$ cat src/rtl/router_pkt_tx.sv
// Packet transmitter: buffers up to 63 payload bytes, then frames them as
// header / payload / parity toward the router, honouring busy stalls.
module router_pkt_tx (
   input  logic       clock,
   input  logic       resetn,
   input  logic       ld_valid,
   input  logic [7:0] ld_data,
   output logic       ld_ready,
   input  logic       start,
   input  logic [1:0] dest,
   input  logic       busy,
   input  logic       error,
   output logic       pkt_valid,
   output logic [7:0] data_in,
   output logic       tx_done,
   output logic       tx_err,
   output logic       tx_reject,
   output logic       idle
);

   typedef enum logic [2:0] {IDLE, HEADER, PAYLOAD, PARITY, CHECK, DONE} state_t;

   state_t     state_q;
   logic [7:0] mem [0:62];
   logic [5:0] cnt_q;
   logic [5:0] len_q;
   logic [5:0] rd_ptr_q;
   logic [7:0] pxor_q;
   logic [7:0] hdr_q;
   logic [1:0] chk_q;
   logic       err_seen_q;
   logic       pkt_valid_q;
   logic [7:0] data_in_q;
   logic       tx_done_q;
   logic       tx_err_q;
   logic       tx_reject_q;

   logic       load;
   logic [5:0] cnt_d;
   logic [7:0] pxor_d;

   assign ld_ready = (state_q == IDLE) && (cnt_q != 6'd63);
   assign load     = ld_valid && ld_ready;
   // A load coinciding with start is folded in before the launch decision.
   assign cnt_d    = load ? cnt_q + 6'd1 : cnt_q;
   assign pxor_d   = load ? pxor_q ^ ld_data : pxor_q;

   assign pkt_valid = pkt_valid_q;
   assign data_in   = data_in_q;
   assign tx_done   = tx_done_q;
   assign tx_err    = tx_err_q;
   assign tx_reject = tx_reject_q;
   assign idle      = (state_q == IDLE);

   always_ff @(posedge clock) begin
      if (load) begin
         mem[cnt_q] <= ld_data;
      end
   end

   always_ff @(posedge clock or negedge resetn) begin
      if (!resetn) begin
         state_q     <= IDLE;
         cnt_q       <= 6'd0;
         len_q       <= 6'd0;
         rd_ptr_q    <= 6'd0;
         pxor_q      <= 8'd0;
         hdr_q       <= 8'd0;
         chk_q       <= 2'd0;
         err_seen_q  <= 1'b0;
         pkt_valid_q <= 1'b0;
         data_in_q   <= 8'd0;
         tx_done_q   <= 1'b0;
         tx_err_q    <= 1'b0;
         tx_reject_q <= 1'b0;
      end else begin
         tx_done_q   <= 1'b0;
         tx_reject_q <= 1'b0;
         case (state_q)
            IDLE: begin
               cnt_q  <= cnt_d;
               pxor_q <= pxor_d;
               if (start) begin
                  if (cnt_d == 6'd0 || dest == 2'd3) begin
                     tx_reject_q <= 1'b1;
                  end else begin
                     len_q       <= cnt_d;
                     hdr_q       <= {cnt_d, dest};
                     rd_ptr_q    <= 6'd0;
                     pkt_valid_q <= 1'b1;
                     data_in_q   <= {cnt_d, dest};
                     state_q     <= HEADER;
                  end
               end
            end
            HEADER: begin
               if (!busy) begin
                  data_in_q <= mem[6'd0];
                  state_q   <= PAYLOAD;
               end
            end
            PAYLOAD: begin
               // data_in is the read register, so fetch the next byte on consume.
               if (!busy) begin
                  rd_ptr_q <= rd_ptr_q + 6'd1;
                  if (rd_ptr_q == len_q - 6'd1) begin
                     pkt_valid_q <= 1'b0;
                     data_in_q   <= hdr_q ^ pxor_q;
                     state_q     <= PARITY;
                  end else begin
                     data_in_q <= mem[rd_ptr_q + 6'd1];
                  end
               end
            end
            PARITY: begin
               if (!busy) begin
                  data_in_q <= 8'd0;
                  chk_q     <= 2'd0;
                  state_q   <= CHECK;
               end
            end
            CHECK: begin
               err_seen_q <= err_seen_q | error;
               if (chk_q == 2'd2) begin
                  tx_done_q <= 1'b1;
                  tx_err_q  <= err_seen_q | error;
                  state_q   <= DONE;
               end else begin
                  chk_q <= chk_q + 2'd1;
               end
            end
            DONE: begin
               cnt_q      <= 6'd0;
               pxor_q     <= 8'd0;
               err_seen_q <= 1'b0;
               rd_ptr_q   <= 6'd0;
               state_q    <= IDLE;
            end
            default: begin
               state_q <= IDLE;
            end
         endcase
      end
   end

endmodule

$ cat config.mk
export PLATFORM = sky130hd
export DESIGN_NAME = router_pkt_tx
export DESIGN_NICKNAME = d
export VERILOG_FILES = /design/src/rtl/router_pkt_tx.sv
export SDC_FILE = /design/constraint.sdc
export NUM_CORES = 1
export LEC_CHECK = 0
export CORE_UTILIZATION = 55
export CTS_CLUSTER_SIZE = 30
export DETAILED_ROUTE_END_ITERATION = 8
export PLACE_DENSITY = 0.77
export SYNTH_ARGS = -nofsm -noshare
export SYNTH_HDL_FRONTEND = slang
export SYNTH_SLANG_ARGS = --single-unit
$ cat constraint.sdc
create_clock -name clock -period 7.15 [get_ports clock]
set_input_delay 1.43 -clock clock [delete_from_list [all_inputs] [get_ports clock]]
set_output_delay 1.43 -clock clock [all_outputs]
set_load 0.1 [all_outputs]
==> reports/metrics.yaml, run 1 <==
drv_cap: 0
outcome: "completed"
drtIter0Drc: 1825
synthAdderAreaFrac: 0.00223
power-per-cell-area_mw_per_mm2: 397
synth.distinct_cells: 66
ys.flop_type: "edfxtp_1"
hold_violations: 0
relSlewSlack: 0.285
end_kind: "output pin"
grt_max_degree: 112
grt_pass1_wl_um: 76500
holdCritPathClass: "flip-flop to flip-flop"
synth_cells: 1227
slew_violations: 0
layout_setup_ws_ps: 2780
mostFrequentLayoutCell: "edfxtp_1"
start_util: 0.561
yosys.area_share.simple: 0.0593
row_count: 73
synth_mux_area_frac: 0.145
htreeDepth: 2
crit_slowest_cell: "clkdlybuf4s50_1"
grt_util_all_layers: 0.254
port_buffers: 29
period_share: 0.611
die_area_mm2: 0.0415
drcViolationCount: 0
setup_violations: 0
fill_cells: 2675
worst_pin_slew_ps: 1060
crit_required_ps: 5720
dr.pass1.iters: 6
vias_per_cell: 6.57
syn_area_mm2: 0.0224
crit_type: "flip-flop to output pin"
coreArea_mm2: 0.0399
die_h_um: 204
synth_edf_count: 504
cts.reportedPaths.clkPinSlew_ps: 60
gp_congestion: 0.911
dpl.cell_count: 1729
antenna_left: 0
clock_latency_ps: 580
async_reset_ff_frac: 0.0836
crit_path_max_fanout: 21
mostFrequentLayoutCells: "504 x edfxtp_1, 130 x mux4_2, 102 x nor2_1"
clock_sinks: 550
numCtsBuffers: 53
cts_hold_buf: 0
synth_seq_cells: 550
finalNonFillerCells: 1829
clock_path_buffers: 3
vdd.ir_drop.worst_mv: 0.315
diodes: 0
die_width_um: 204
synth_top_family_by_area: "multiplexers"
path_cells: "nor3_1 > buf_4 > clkdlybuf4s50_1"
via_count: 12019
grt_setup_unrepaired: "false"
cts_tree: "built"
nNetsFinal: 1279
post-cts-setup-buffer-count: 0
syn_nets: 1247
max_freq_mhz: 229
period_needed_ps: 4370
pin_count: 30
pre_cts_slack_ps: 2520
cts_resized: 0
grt_pass1_vias: 11816
synth-xor-area-share: 0.0129
syn_to_final_growth_pct: 11.0
grt-ovfl-total: 0
wire_per_inst_um: 28.1
p_leak_uw: 0.00793
worstSetupStartpointType: "flip-flop"
syn_area_per_cell_um2: 18.3
final_util: 0.623
cpPeakStageDelay_ps: 1140
hpwl_um: 30300
drive_gt1_frac: 0.201
skew_ps: 19.9
antenna_found_initial: 0
tns_ps: 0
wl_um: 51500
synth_compound_area_frac: 0.0344
synth_warnings: 0
yosysSeqAreaShare: 0.727
worstPathArrival_ps: 2940
clock-root-buffer: "clkbuf_16"
-- cells by family after synthesis --
family                   count (synthesis)
adder cells (fa/ha/maj)                  4
multiplexers                           162
flip-flops                             550
XOR/XNOR                                33
AND/OR/NAND/NOR                        291
buffers and inverters                   79
AO/OA/AOI/OAI                          108
-- through the flow --
step / cell area (um^2) / power (uW) / hold WS, ps
detailed placement: 23100 / 7110 / 484
global route: 24900 / 10200 / 528
finish: 24900 / 9880 / 496
CTS: 24900 / 9880 / 498
global placement: 23100 / 7060 / 468
floorplan: 22400 / 6240 / 464
-- per-layer routing --
layer  share of wire  up-vias  global-route usage
li1                -     4968                   -
met1            0.39     6150               0.363
met2            0.48      791               0.404
met3            0.10      110              0.0466
met4           0.030        0              0.0773
met5               0        -                   0
-- Yosys cell counts, types with 7 or more instances --
cell type    n  share of area
edfxtp_1   504           0.68
nand4_1     16         0.0045
buf_4       12         0.0040
a31oi_1     10         0.0028
a21oi_1     17         0.0038
o211ai_1     7         0.0023
mux4_2     130           0.13
nand3_1     19         0.0042
xor2_1      15         0.0059
mux2i_1     26          0.012
nand2_1     97          0.016
buf_2       20         0.0045
buf_6        8         0.0040
xnor2_1     18         0.0070
nor2_1     102          0.017
dfrtp_1     46          0.051
inv_1        7         0.0012
nor2b_1      8         0.0022
o21ai_0     23         0.0051
clkbuf_1    26         0.0044
nor3_1      14         0.0031
-- path summary, 6_finish.rpt --
kind / endpoint / start / cells past startpoint / slack, ps
worst max register to register: data_in[2]$_DFFE_PN0P_ / rd_ptr_q[0]$_DFFE_PN0P_ / 9 / 3000
worst max-delay path: idle / state_q[2]$_DFFE_PN0P_ / 3 / 2780
max in group asynchronous: rd_ptr_q[0]$_DFFE_PN0P_ / resetn / 1 / 5350
worst min-delay path: data_in[1]$_DFFE_PN0P_ / data_in[1]$_DFFE_PN0P_ / 2 / 500
min in group asynchronous: err_seen_q$_DFFE_PN0P_ / resetn / 1 / 1040
worst min register to register: data_in[1]$_DFFE_PN0P_ / data_in[1]$_DFFE_PN0P_ / 2 / 500
-- layout make-up --
class | instances | area (um^2) | share of cell area
Tap cell | 525 | 657 | 0.0264
Clock buffer | 72 | 1470 | 0.0590
Timing Repair Buffer | 49 | 408 | 0.0164
Clock inverter | 28 | 277 | 0.0111
Inverter | 7 | 26.3 | 0.00106
Sequential cell | 550 | 16300 | 0.655
Multi-Input combinational cell | 598 | 5750 | 0.231
-- power by group --
group / total (uW) / internal, uW / switching (uW) / leakage [uW]
clock: 2800 / 1620 / 1170 / 0.000852
sequential: 3880 / 3670 / 213 / 0.00511
combinational: 3200 / 1290 / 1910 / 0.00197
-- flip-flops by register name (all words and copies together) (netlist names) --
register / cells
mem: 504
cnt_q: 6
chk_q: 2
pxor_q: 8
hdr_q: 2
data_in: 8
err_seen_q: 1
tx_done: 1
len_q: 6
tx_err: 1
pkt_valid: 1
rd_ptr_q: 6
state_q: 3
tx_reject: 1
-- worst max-delay path: cells and delay by family, from the launching register on --
family	cells	cell delay [ps]
and+or+nand+nor	1	340
DFF	1	640
buffers and inverters	2	1380
Power figures use the tool's default switching activity.
==> run 2, diff against run 1 <==
Settings changed: PLACE_DENSITY 0.77 to 0.8.
Clock period 7.15 ns to 3.6 ns, I/O delays scaled along.
==> run 2 against run 1 <==
Net effect: sequential power increased by 96%; cell count up 4.9%; die area unchanged; clock power grew 94%; core utilization up 1.7 points; clock skew down 3.0 ps; critical path type is now flip-flop to flip-flop; largest cell class unchanged.
==> reports/metrics.yaml, run 2 (synthesis results as in run 1) <==
outcome: "completed"  # unchanged
largest_register_ffs: 504  # unchanged
max_freq_mhz: 290
coreArea_mm2: 0.0399  # unchanged
slew_violations: 0  # unchanged
tns_ps: 0  # unchanged
antenna_found_initial: 3  # was 0
crit_type: "flip-flop to flip-flop"  # was flip-flop to output pin
multi_input_area_mm2: 0.00577  # was 0.00575 mm^2
clock-root-buffer: "clkbuf_16"  # unchanged
gp_congestion: 0.930  # was 0.911
die_h_um: 204  # unchanged
drtIter0Drc: 1737  # was 1,825
crit_path_max_fanout: 21  # unchanged
relSlewSlack: 0.237  # was 0.285
crit_slowest_cell: "o311ai_0"  # was clkdlybuf4s50_1
drv_cap: 0  # unchanged
syn_to_final_growth_pct: 14.0  # was 11.0%
design_area_mm2: 0.0255  # was 0.0249 mm^2
end_kind: "flip-flop"  # was output pin
worstSetupStartpointType: "flip-flop"  # unchanged
antenna_left: 0  # unchanged
clock_latency_ps: 600  # was 580 ps
worstPathArrival_ps: 3950  # was 2940 ps
cts_resized: 0  # unchanged
htreeDepth: 2  # unchanged
grt_util_all_layers: 0.277  # was 0.254
power.total_uw: 20000  # was 9880 uW
cpPeakStageDelay_ps: 840  # was 1140 ps
die_width_um: 204  # unchanged
hold_violations: 0  # unchanged
dr.pass1.iters: 6  # unchanged
clock_sinks: 550  # unchanged
die_area_mm2: 0.0415  # unchanged
skew_ps: 16.9  # was 19.9 ps
period_share: 0.956
holdCritPathClass: "primary input to asynchronous set/reset pin"  # was flip-flop to flip-flop
regArea_mm2: 0.0163  # unchanged
post-cts-setup-buffer-count: 0  # unchanged
period_needed_ps: 3440
worst_pin_slew_ps: 1140  # was 1060 ps
start_util: 0.561  # unchanged
mostFrequentLayoutCell: "edfxtp_1"  # unchanged
via_count: 12526  # was 12,019
port_buffers: 29  # unchanged
nNetsFinal: 1371  # was 1,279
wl_um: 55600  # was 51,500 um
grt_pass1_vias: 12727  # was 11,816
dpl_cell_area_mm2: 0.0239  # was 0.0231 mm^2
vias_per_cell: 6.53  # was 6.57
power-per-cell-area_mw_per_mm2: 781  # was 397 mW/mm^2
path_cells: "buf_12 > nand3_2 > xnor2_2 > buf_4 > o211ai_1 > and3_1 > o311ai_0 > nand4_1 > o211ai_1"  # was nor3_1 > buf_4 > clkdlybuf4s50_1
crit_required_ps: 4110  # was 5720 ps
numCtsBuffers: 53  # unchanged
setup_violations: 0  # unchanged
fill_cells: 2568  # was 2,675
cp_common_cell: "o211ai_1"
drive_gt1_frac: 0.253  # was 0.201
mostFrequentLayoutCells: "504 x edfxtp_1, 130 x mux4_2, 110 x buf_4"  # was 504 x edfxtp_1, 130 x mux4_2, 102 x nor2_1
grt_setup_unrepaired: "false"  # unchanged
cts_hold_buf: 0  # unchanged
row_count: 73  # unchanged
hpwl_um: 35100  # was 30,300 um
drcViolationCount: 0  # unchanged
regMostFlops: "mem"  # unchanged
wire_per_inst_um: 29.0  # was 28.1 um
clock_path_buffers: 3  # unchanged
pin_count: 30  # unchanged
cts_tree: "built"  # unchanged
cts.reportedPaths.clkPinSlew_ps: 60  # about the same
diodes: 0  # unchanged
grt-ovfl-total: 0  # unchanged
p_leak_uw: 0.00839  # was 0.00793 uW
vdd.ir_drop.worst_mv: 0.434  # was 0.315 mV
grt_pass1_wl_um: 82500  # was 76,500 um
grt_max_degree: 54  # was 112
## run 2: final cells by class
type / instances / share of cell area
Multi-Input combinational cell: 598 / 0.226
Inverter: 7 / 0.00103
Clock buffer: 68 / 0.0558
Tap cell: 525 / 0.0257
Clock inverter: 30 / 0.00970
Sequential cell: 550 / 0.638
Timing Repair Buffer: 141 / 0.0443
## run 2: power by group
group | internal [uW] | switching (uW) | leakage (uW)
registers | 7280 | 302 | 0.00511
clock network | 3080 | 2340 | 0.000817
logic | 2820 | 4130 | 0.00246
total | 13200 | 6770 | 0.00839
## run 2: metal layers
layer	track usage	routed length, um	up-vias
met1	0.371	20300	6336
met5	0	35	-
li1	-	-	5139
met2	0.435	26500	860
met4	0.130	2910	6
met3	0.0649	5770	185
## run 2: final timing paths
| path | start | cells past startpoint | end | slack (ps) |
|---|---|---|---|---|
| min | resetn | 1 | chk_q[1]$_DFFE_PN0P_ | 230 |
| min reg2reg | err_seen_q$_DFFE_PN0P_ | 2 | err_seen_q$_DFFE_PN0P_ | 500 |
| max | rd_ptr_q[0]$_DFFE_PN0P_ | 9 | data_in[3]$_DFFE_PN0P_ | 160 |
| max in group asynchronous | resetn | 2 | len_q[1]$_DFFE_PN0P_ | 2650 |
| max reg2reg | rd_ptr_q[0]$_DFFE_PN0P_ | 9 | data_in[3]$_DFFE_PN0P_ | 160 |
| min in group clock | err_seen_q$_DFFE_PN0P_ | 2 | err_seen_q$_DFFE_PN0P_ | 500 |
## run 2: per-stage QoR
step	cells	utilization	hold slack, ps	worst slack, ps
finish	1919	0.640	227	157
global route	1919	0.640	277	150
CTS	1919	0.640	225	350
detailed placement	1821	0.598	486	175
global placement	1821	0.598	478	273
floorplan	1227	-	424	483
## run 2: worst max-delay path: cells and delay by family (launching register included)
kind            cells  cell delay [ps]
compound gates      3             1120
xor+xnor            1              620
buf+inv             2              580
flops               1              440
simple gates        3              590
